$ cat src/rtl/bit_or_event_mon.sv
// Per-channel combine (OR/AND/XOR/NOR) of one operand bit with saturating rise counters; sticky/irq only with BIT_OR_EVENT_MON_STICKY_EN.
// Latency: c/c_valid 1 cycle after the in_valid sample, irq 1 cycle after sticky; no backpressure, every sample is accepted.
module bit_or_event_mon #(
  parameter int WIDTH    = 8,
  parameter int CHANNELS = 4,
  parameter int BIT_IDX  = 0,
  parameter int CNT_W    = 8,
  localparam int SEL_W   = (CHANNELS > 1) ? $clog2(CHANNELS) : 1
) (
  input  logic                      clk,
  input  logic                      rst_n,
  input  logic                      in_valid,
  input  logic [CHANNELS*WIDTH-1:0] a,
  input  logic [CHANNELS*WIDTH-1:0] b,
  input  logic [1:0]                mode,
  input  logic                      clr,
  input  logic [SEL_W-1:0]          cnt_sel,
  output logic [CHANNELS-1:0]       c,
  output logic                      c_valid,
  output logic [CNT_W-1:0]          cnt_rd,
  output logic [CHANNELS-1:0]       sticky,
  output logic                      irq
);

  logic [CHANNELS-1:0] res;
  logic [CHANNELS-1:0] rise;
  logic [CHANNELS-1:0] c_q, c_d;
  logic                c_valid_q;
  logic [CNT_W-1:0]    cnt_q [CHANNELS];
  logic [CNT_W-1:0]    cnt_d [CHANNELS];

  // Only bit BIT_IDX of each operand lane participates.
  logic unused_ops;
  assign unused_ops = ^{a, b};

  always_comb begin
    res = '0;
    for (int k = 0; k < CHANNELS; k++) begin
      case (mode)
        2'b00:   res[k] =   a[k*WIDTH+BIT_IDX] | b[k*WIDTH+BIT_IDX];
        2'b01:   res[k] =   a[k*WIDTH+BIT_IDX] & b[k*WIDTH+BIT_IDX];
        2'b10:   res[k] =   a[k*WIDTH+BIT_IDX] ^ b[k*WIDTH+BIT_IDX];
        default: res[k] = ~(a[k*WIDTH+BIT_IDX] | b[k*WIDTH+BIT_IDX]);
      endcase
    end
  end

  assign rise = {CHANNELS{in_valid}} & res & ~c_q;
  assign c_d  = in_valid ? res : c_q;

  // clr wins over a same-cycle rise for the counters.
  always_comb begin
    for (int k = 0; k < CHANNELS; k++) begin
      cnt_d[k] = cnt_q[k];
      if (clr) begin
        cnt_d[k] = '0;
      end else if (rise[k] && (cnt_q[k] != {CNT_W{1'b1}})) begin
        cnt_d[k] = cnt_q[k] + CNT_W'(1);
      end
    end
  end

  always_ff @(posedge clk or negedge rst_n) begin
    if (!rst_n) begin
      c_q       <= '0;
      c_valid_q <= 1'b0;
      for (int k = 0; k < CHANNELS; k++) cnt_q[k] <= '0;
    end else begin
      c_q       <= c_d;
      c_valid_q <= in_valid;
      for (int k = 0; k < CHANNELS; k++) cnt_q[k] <= cnt_d[k];
    end
  end

  always_comb begin
    cnt_rd = '0;
    for (int k = 0; k < CHANNELS; k++) begin
      if (cnt_sel == SEL_W'(k)) cnt_rd = cnt_q[k];
    end
  end

  assign c       = c_q;
  assign c_valid = c_valid_q;

`ifdef BIT_OR_EVENT_MON_STICKY_EN
  logic [CHANNELS-1:0] sticky_q, sticky_d;
  logic                irq_q, irq_d;

  // A same-cycle rise beats clr so the event is never lost.
  assign sticky_d = rise | (sticky_q & ~{CHANNELS{clr}});
  assign irq_d    = |sticky_q;

  always_ff @(posedge clk or negedge rst_n) begin
    if (!rst_n) begin
      sticky_q <= '0;
      irq_q    <= 1'b0;
    end else begin
      sticky_q <= sticky_d;
      irq_q    <= irq_d;
    end
  end

  assign sticky = sticky_q;
  assign irq    = irq_q;
`else
  assign sticky = '0;
  assign irq    = 1'b0;
`endif

endmodule
$ cat config.mk
export PLATFORM = sky130hd
export DESIGN_NAME = bit_or_event_mon
export DESIGN_NICKNAME = d
export VERILOG_FILES = /design/src/rtl/bit_or_event_mon.sv
export SDC_FILE = /design/constraint.sdc
export NUM_CORES = 1
export LEC_CHECK = 0
export BUFFER_PORTS_ARGS = -buffer_cell sky130_fd_sc_hd__buf_2
export CAP_MARGIN = 10
export CORE_ASPECT_RATIO = 1.4
export CORE_UTILIZATION = 45
export CTS_BUF_LIST = sky130_fd_sc_hd__clkbuf_16
export DETAILED_ROUTE_END_ITERATION = 8
export MAX_ROUTING_LAYER = met4
export PLACE_DENSITY_LB_ADDON = 0.3
export SETUP_SLACK_MARGIN = 0.1
export SLEW_MARGIN = 20
export SYNTH_ARGS = -nofsm -noshare
export SYNTH_HDL_FRONTEND = slang
export SYNTH_SLANG_ARGS = --single-unit
$ cat constraint.sdc
create_clock -name clk -period 1.9 [get_ports clk]
set_input_delay 0.19 -clock clk [delete_from_list [all_inputs] [get_ports clk]]
set_output_delay 0.19 -clock clk [all_outputs]
set_load 0.01 [all_outputs]
# Word level (Yosys, flattened, before mapping)
# Index checks and enable logic that the tools add are counted.
[totals]
reg_bits = 37
inputBits = 72
output_inout_bits = 18
word_cells = 64
[op_classes]
addsub = 4
n_eq_ne = 9
n_mux = 16
bitwise_logic = 19
reduce_logical = 10
[op_table]
columns = ["op", "n"]
rows = [
  ["8-bit 2-to-1 mux", 12],
  ["8-bit by 1-bit adder with 8-bit output, second input constant", 4],
  ["8-bit inequality test, second input constant", 4],
  ["1-bit one-hot mux with 3 select lines", 4],
  ["4-bit bitwise AND", 2],
  ["2-bit nonzero test", 4],
  ["2-bit == test, second input constant", 3],
  ["1-bit bitwise AND", 4],
  ["2-bit by 1-bit == test with 1-bit output, second input constant", 2],
  ["1-bit logical AND", 4],
  ["2-bit zero test", 2],
  ["1-bit NOT", 4],
  ["4-bit NOT", 1],
  ["1-bit bitwise OR", 4],
  ["1-bit XOR", 4],
]

# Depth between registers and ports, before layout
[depth]
word_depth = 8
depth_mapped = 8
ltp_nobuf = 7

# Worst setup path before layout
# No wires, ideal clock.
[synth_path]
path_kind = "reg2reg"
from = "reg cnt_q[8] in the netlist's numbering"
to = "reg cnt_q[15] in the netlist's numbering"
setup_time_ns = 0.078
t_arrival_ns = 1.771
required_ns = 1.822
path_slack_ns = 0.051
path_stages_with_launch = 8
n_path_buf = 1
period_less_slack_ns = 1.849
cell_sequence = "dfrtp_1 -> ha_1 -> nand3_1 -> o21ai_0 -> a21o_1 -> buf_6 -> or4_1 -> a21oi_1"
[synth_via]
elab_chain_cells = 3
elab_cells_between_ends = 6
cone_classes = "add/sub: 1; eq/ne: 1; mux: 2; reduce/logical: 2"
[synth_lines]
columns = ["element", "line", "text"]
rows = [
  ["start, declared", "29", "logic [CNT_W-1:0] cnt_q [CHANNELS];"],
  ["8-bit by 1-bit adder with 8-bit output / 8-bit inequality test (equally long branches)", "58, 57", ""],
  ["8-bit 2-to-1 mux / 1-bit logical AND (equally long branches)", "57", "end else if (rise[k] && (cnt_q[k] != {CNT_W{1'b1}})) begin"],
  ["8-bit 2-to-1 mux / 2-bit nonzero test (equally long branches)", "--", ""],
]
# Parallel ways exist; a longest one is shown, timed or not. The select of a mux whose other input is x is not followed.
# A chain may end at the register's enable or synchronous reset.

# Worst setup path after layout
[layout_path]
from = "reg cnt_q[28] in the netlist's numbering"
to = "reg cnt_q[27] in the netlist's numbering"
[layout_via]
elab_chain_cells = 3
[layout_lines]
columns = ["element", "line"]
rows = [
  ["8-bit inequality test", "57"],
  ["1-bit logical AND", "57"],
  ["2-bit nonzero test (no source line)", "--"],
]
# No other way between the ends.

==> impl_table.tex <==
\begin{tabular}{lr}
\hline
Metric & Value \\
\hline
\multicolumn{2}{l}{\textbf{Outcome}} \\
Outcome & finished, final reports clean \\
\multicolumn{2}{l}{\textbf{Floorplanning}} \\
Placement Rows & 31 \\
Floorplan die width & 64.12 µm \\
Starting density of the core & 0.4677 \\
Ports & 90 \\
Placeable Area & 5197 µm² \\
Chip Height & 88.97 µm \\
Total Die Area & between 5000 and 6000 µm² \\
\multicolumn{2}{l}{\textbf{CTS}} \\
Buffer cell driving the clock tree root & sky130\_fd\_sc\_hd\_\_clkbuf\_16 \\
Clock tree sinks & 37 \\
Clock Path Buffers & 2 \\
TritonCTS clock tree & yes \\
Number of H-tree branching levels & 2 \\
Clock latency at the later pin of the worst-skew pair & about 0.28 ns \\
CTS clk-pin slew, worst paths & 0.06 ns \\
Number of CTS-inserted buffers & 5 \\
\multicolumn{2}{l}{\textbf{Place}} \\
Port-buffer cells & 28 \\
Last weighted congestion value of the routability-driven placer & between 0.8 and 0.9 \\
Hpwl dp & about 4000 µm \\
\multicolumn{2}{l}{\textbf{Global route}} \\
Wire length of the first global-routing pass & slightly above 9000 µm \\
Number of antenna violations at the first check in global routing & 0 \\
Total congestion overflow after global routing & 0 \\
Maximum number of pins on one net before global-route repair & 38 \\
Global-route total usage across every layer & 0.2206 \\
Via count of the first global-routing pass & between 2000 and 2500 \\
\multicolumn{2}{l}{\textbf{Yosys}} \\
Number of flops mapped to enable cells by yosys & 0 \\
Sequential fraction of the synthesis area & 0.3809 \\
Warning count from the yosys run & 0 \\
Avg Synthesized Cell Area & 9.647 µm² \\
Netlist Area Pre-Place & between 2000 and 2500 µm² \\
Cell taking the most area after synthesis & sky130\_fd\_sc\_hd\_\_dfrtp\_1 \\
Share of Yosys cell area claimed by the top area cell type & 0.3809 \\
Post-synth ARST share & 1.000 \\
Dominant synthesized flop cell & sky130\_fd\_sc\_hd\_\_dfrtp\_1 \\
Number of synthesized register bits & 37 \\
Number of standard cells after synthesis & 252 \\
Leading post-synthesis cells by cell area & sky130\_fd\_sc\_hd\_\_dfrtp\_1 (38\%), sky130\_fd\_sc\_hd\_\_mux4\_2 (7.4\%), sky130\_fd\_sc\_hd\_\_ha\_1 (6.2\%) \\
Number of distinct library cell variants in the gate-level netlist after synthesis & between 40 and 50 \\
\multicolumn{2}{l}{\textbf{Detailed routing}} \\
1st-iter DRT viols & 68 \\
Antenna Nets Post-Route & 0 \\
Vias per cell & $\sim$5.7 \\
Routed wire length per instance & 15.53 µm \\
Total DRC errors in the routed layout & 0 \\
Vias & about 2100 \\
Drt first pass iters & 5 \\
Final WL & between 5000 and 6000 µm \\
\multicolumn{2}{l}{\textbf{Critical path}} \\
Worst Path Max Fanout & 4 \\
Crit path capture type & flip-flop \\
Startpoint kind of the worst setup timing path & flip-flop \\
Category of the critical setup timing path & reg -> reg \\
Arrival time of data at the critical path endpoint & roughly 2.0 ns \\
Data required time at the worst endpoint & 2.10 ns \\
\multicolumn{2}{l}{\textbf{Power and ir drop}} \\
Static leakage & 1.316 nW \\
Worst supply voltage drop on vdd & 538.2 µV \\
Power density over the cells & between 600 and 700 nW/µm² \\
\multicolumn{2}{l}{\textbf{Cells and area}} \\
Fraction of final layout cells sized beyond drive strength 1 & 0.2970 \\
Utilization of the core after routing & 0.5809 \\
Filler instances & approximately 480 \\
Relative area change from synthesis to final layout & 24.19\% \\
Number of diodes added for antenna fixing & 0 \\
Net count, final & 387 \\
\multicolumn{2}{l}{\textbf{Timing}} \\
Time the final worst path needs with I/O delays and setup & about 1.8 ns \\
Setup total negative slack & 0 ns \\
Count of pins over their slew limit & 0 \\
Clock tree skew after final layout & roughly 0.0055 ns \\
Final worst-path cycle share & 0.9236 \\
Unrepaired setup endpoints after global routing & true \\
FMAX & 569.8 MHz \\
Setup-failing EPs final & 0 \\
Number of failing hold endpoints at the final stage & 0 \\
\multicolumn{2}{l}{\textbf{Hold path}} \\
Path type of the worst min-delay path & in -> reg \\
\multicolumn{2}{l}{\textbf{Job}} \\
Max-cap viol count & 0 \\
\hline
\end{tabular}
-- kinds of logic (layout without fill, tap and decap cells) --
family | Yosys count | after routing | synth area share
simple gates | 89 | 89 | 0.1966
compound gates | 51 | 51 | 0.1348
flops | 37 | 37 | 0.3809
buf+inv | 33 | 80 | 0.06691
mux | 17 | 17 | 0.1143
fa+ha+maj | 12 | 12 | 0.06176
xor+xnor | 12 | 12 | 0.04323
other cells | 1 | 5 | 0.001543
-- placed cells by master (no fill, tap or decap), drive strengths merged, types with 3 or more instances in the layout --
cell / synthesis / routed
conb: 1 / 5
a211oi: 4 / 4
or4: 8 / 8
a21oi: 17 / 17
nand4: 4 / 4
clkbuf: 5 / 5
nor2b: 5 / 5
buf: 13 / 57
mux2i: 3 / 3
inv: 15 / 16
ha: 12 / 12
mux4: 8 / 8
nor2: 20 / 20
or3: 6 / 6
nand3: 7 / 7
o31ai: 8 / 8
dfrtp: 37 / 37
mux2: 6 / 6
nor3: 7 / 7
nand2: 15 / 15
o21ai: 10 / 10
xnor2: 11 / 11
-- timing repair --
item	in CTS	in global routing
endpoints found under the setup margin	8	11
resized for setup	8	8
buffers inserted	0	3
endpoints found under the hold margin	37	0
hold buffers	1	0
pin swaps	0	3
-- routing by layer --
layer  wire [µm]  global-route usage
met3         157             0.03316
met5           0                   -
met4         106             0.09091
met2        3133              0.3868
met1        2333              0.2527
-- where the power goes --
group	switching [mW]	total (mW)	internal, mW	leakage (nW)
clock network	0.309	0.779	0.469	0.0685
registers	0.0211	0.832	0.811	0.505
logic	0.152	0.275	0.123	0.742
total	0.483	1.89	1.40	1.32
-- synthesized netlist by cell type, types with 3 or more instances --
cell type and instances:
sky130_fd_sc_hd__buf_4 5, sky130_fd_sc_hd__nor2b_1 5, sky130_fd_sc_hd__clkbuf_1 5, sky130_fd_sc_hd__o31ai_1 8, sky130_fd_sc_hd__mux2i_1 3, sky130_fd_sc_hd__inv_1 15, sky130_fd_sc_hd__nor3_1 7, sky130_fd_sc_hd__mux4_2 8
sky130_fd_sc_hd__o21ai_0 10, sky130_fd_sc_hd__ha_1 12, sky130_fd_sc_hd__nor2_1 20, sky130_fd_sc_hd__nand3_1 7, sky130_fd_sc_hd__buf_2 4, sky130_fd_sc_hd__or4_1 8, sky130_fd_sc_hd__or3_1 6, sky130_fd_sc_hd__nand4_1 4
sky130_fd_sc_hd__a21oi_1 17, sky130_fd_sc_hd__xnor2_1 11, sky130_fd_sc_hd__a211oi_1 4, sky130_fd_sc_hd__nand2_1 15, sky130_fd_sc_hd__dfrtp_1 37, sky130_fd_sc_hd__mux2_2 6
-- through the flow --
stage                     instances  area, µm²  setup slack (ns)  power, mW  hold slack, ns
after floorplan                 256       2454            0.1064      1.005         -0.1056
after global placement          358       2775           -0.1960      1.098          0.2753
after detailed placement        358       2775           -0.2169      1.106          0.2735
after CTS                       366       2962           0.08587      1.898          0.1560
after global routing            369       3019           0.08936      1.966          0.1652
final                           369       3019            0.1451      1.886          0.1599
-- sequential cells by signal (all words and copies together) (netlist names) --
register  cells
c             4
cnt_q        32
c_valid       1
-- path summary, 6_finish.rpt --
check                      startpoint        end  slack (ns)  cells after the start
max in group asynchronous       rst_n  cnt_q[15]        1.06                      3
setup / recovery            cnt_q[28]  cnt_q[27]        0.15                      5
hold / removal               in_valid    c_valid        0.16                      1
min in group asynchronous       rst_n  cnt_q[24]        0.49                      3
setup reg to reg            cnt_q[28]  cnt_q[27]        0.15                      5
hold reg to reg                  c[0]       c[0]        0.52                      1
-- critical path, stage by stage, from the launching register on --
cell and delay (ns):
sky130_fd_sc_hd__dfrtp_1 0.42, sky130_fd_sc_hd__and4_4 0.21, sky130_fd_sc_hd__and3_1 0.20, sky130_fd_sc_hd__and2_4 0.18, sky130_fd_sc_hd__or4_1 0.49, sky130_fd_sc_hd__a21oi_1 0.17
-- area by class of cell --
cell class	instances	area, µm²	area share
Clock inverter	2	7.507	0.002487
Timing Repair Buffer	58	384.1	0.1272
Sequential cell	37	925.9	0.3067
Tap cell	66	82.58	0.02735
Multi-Input combinational cell	186	1438	0.4762
Clock buffer	5	125.1	0.04144
Inverter	15	56.30	0.01865
Power figures use the tool's default switching activity.
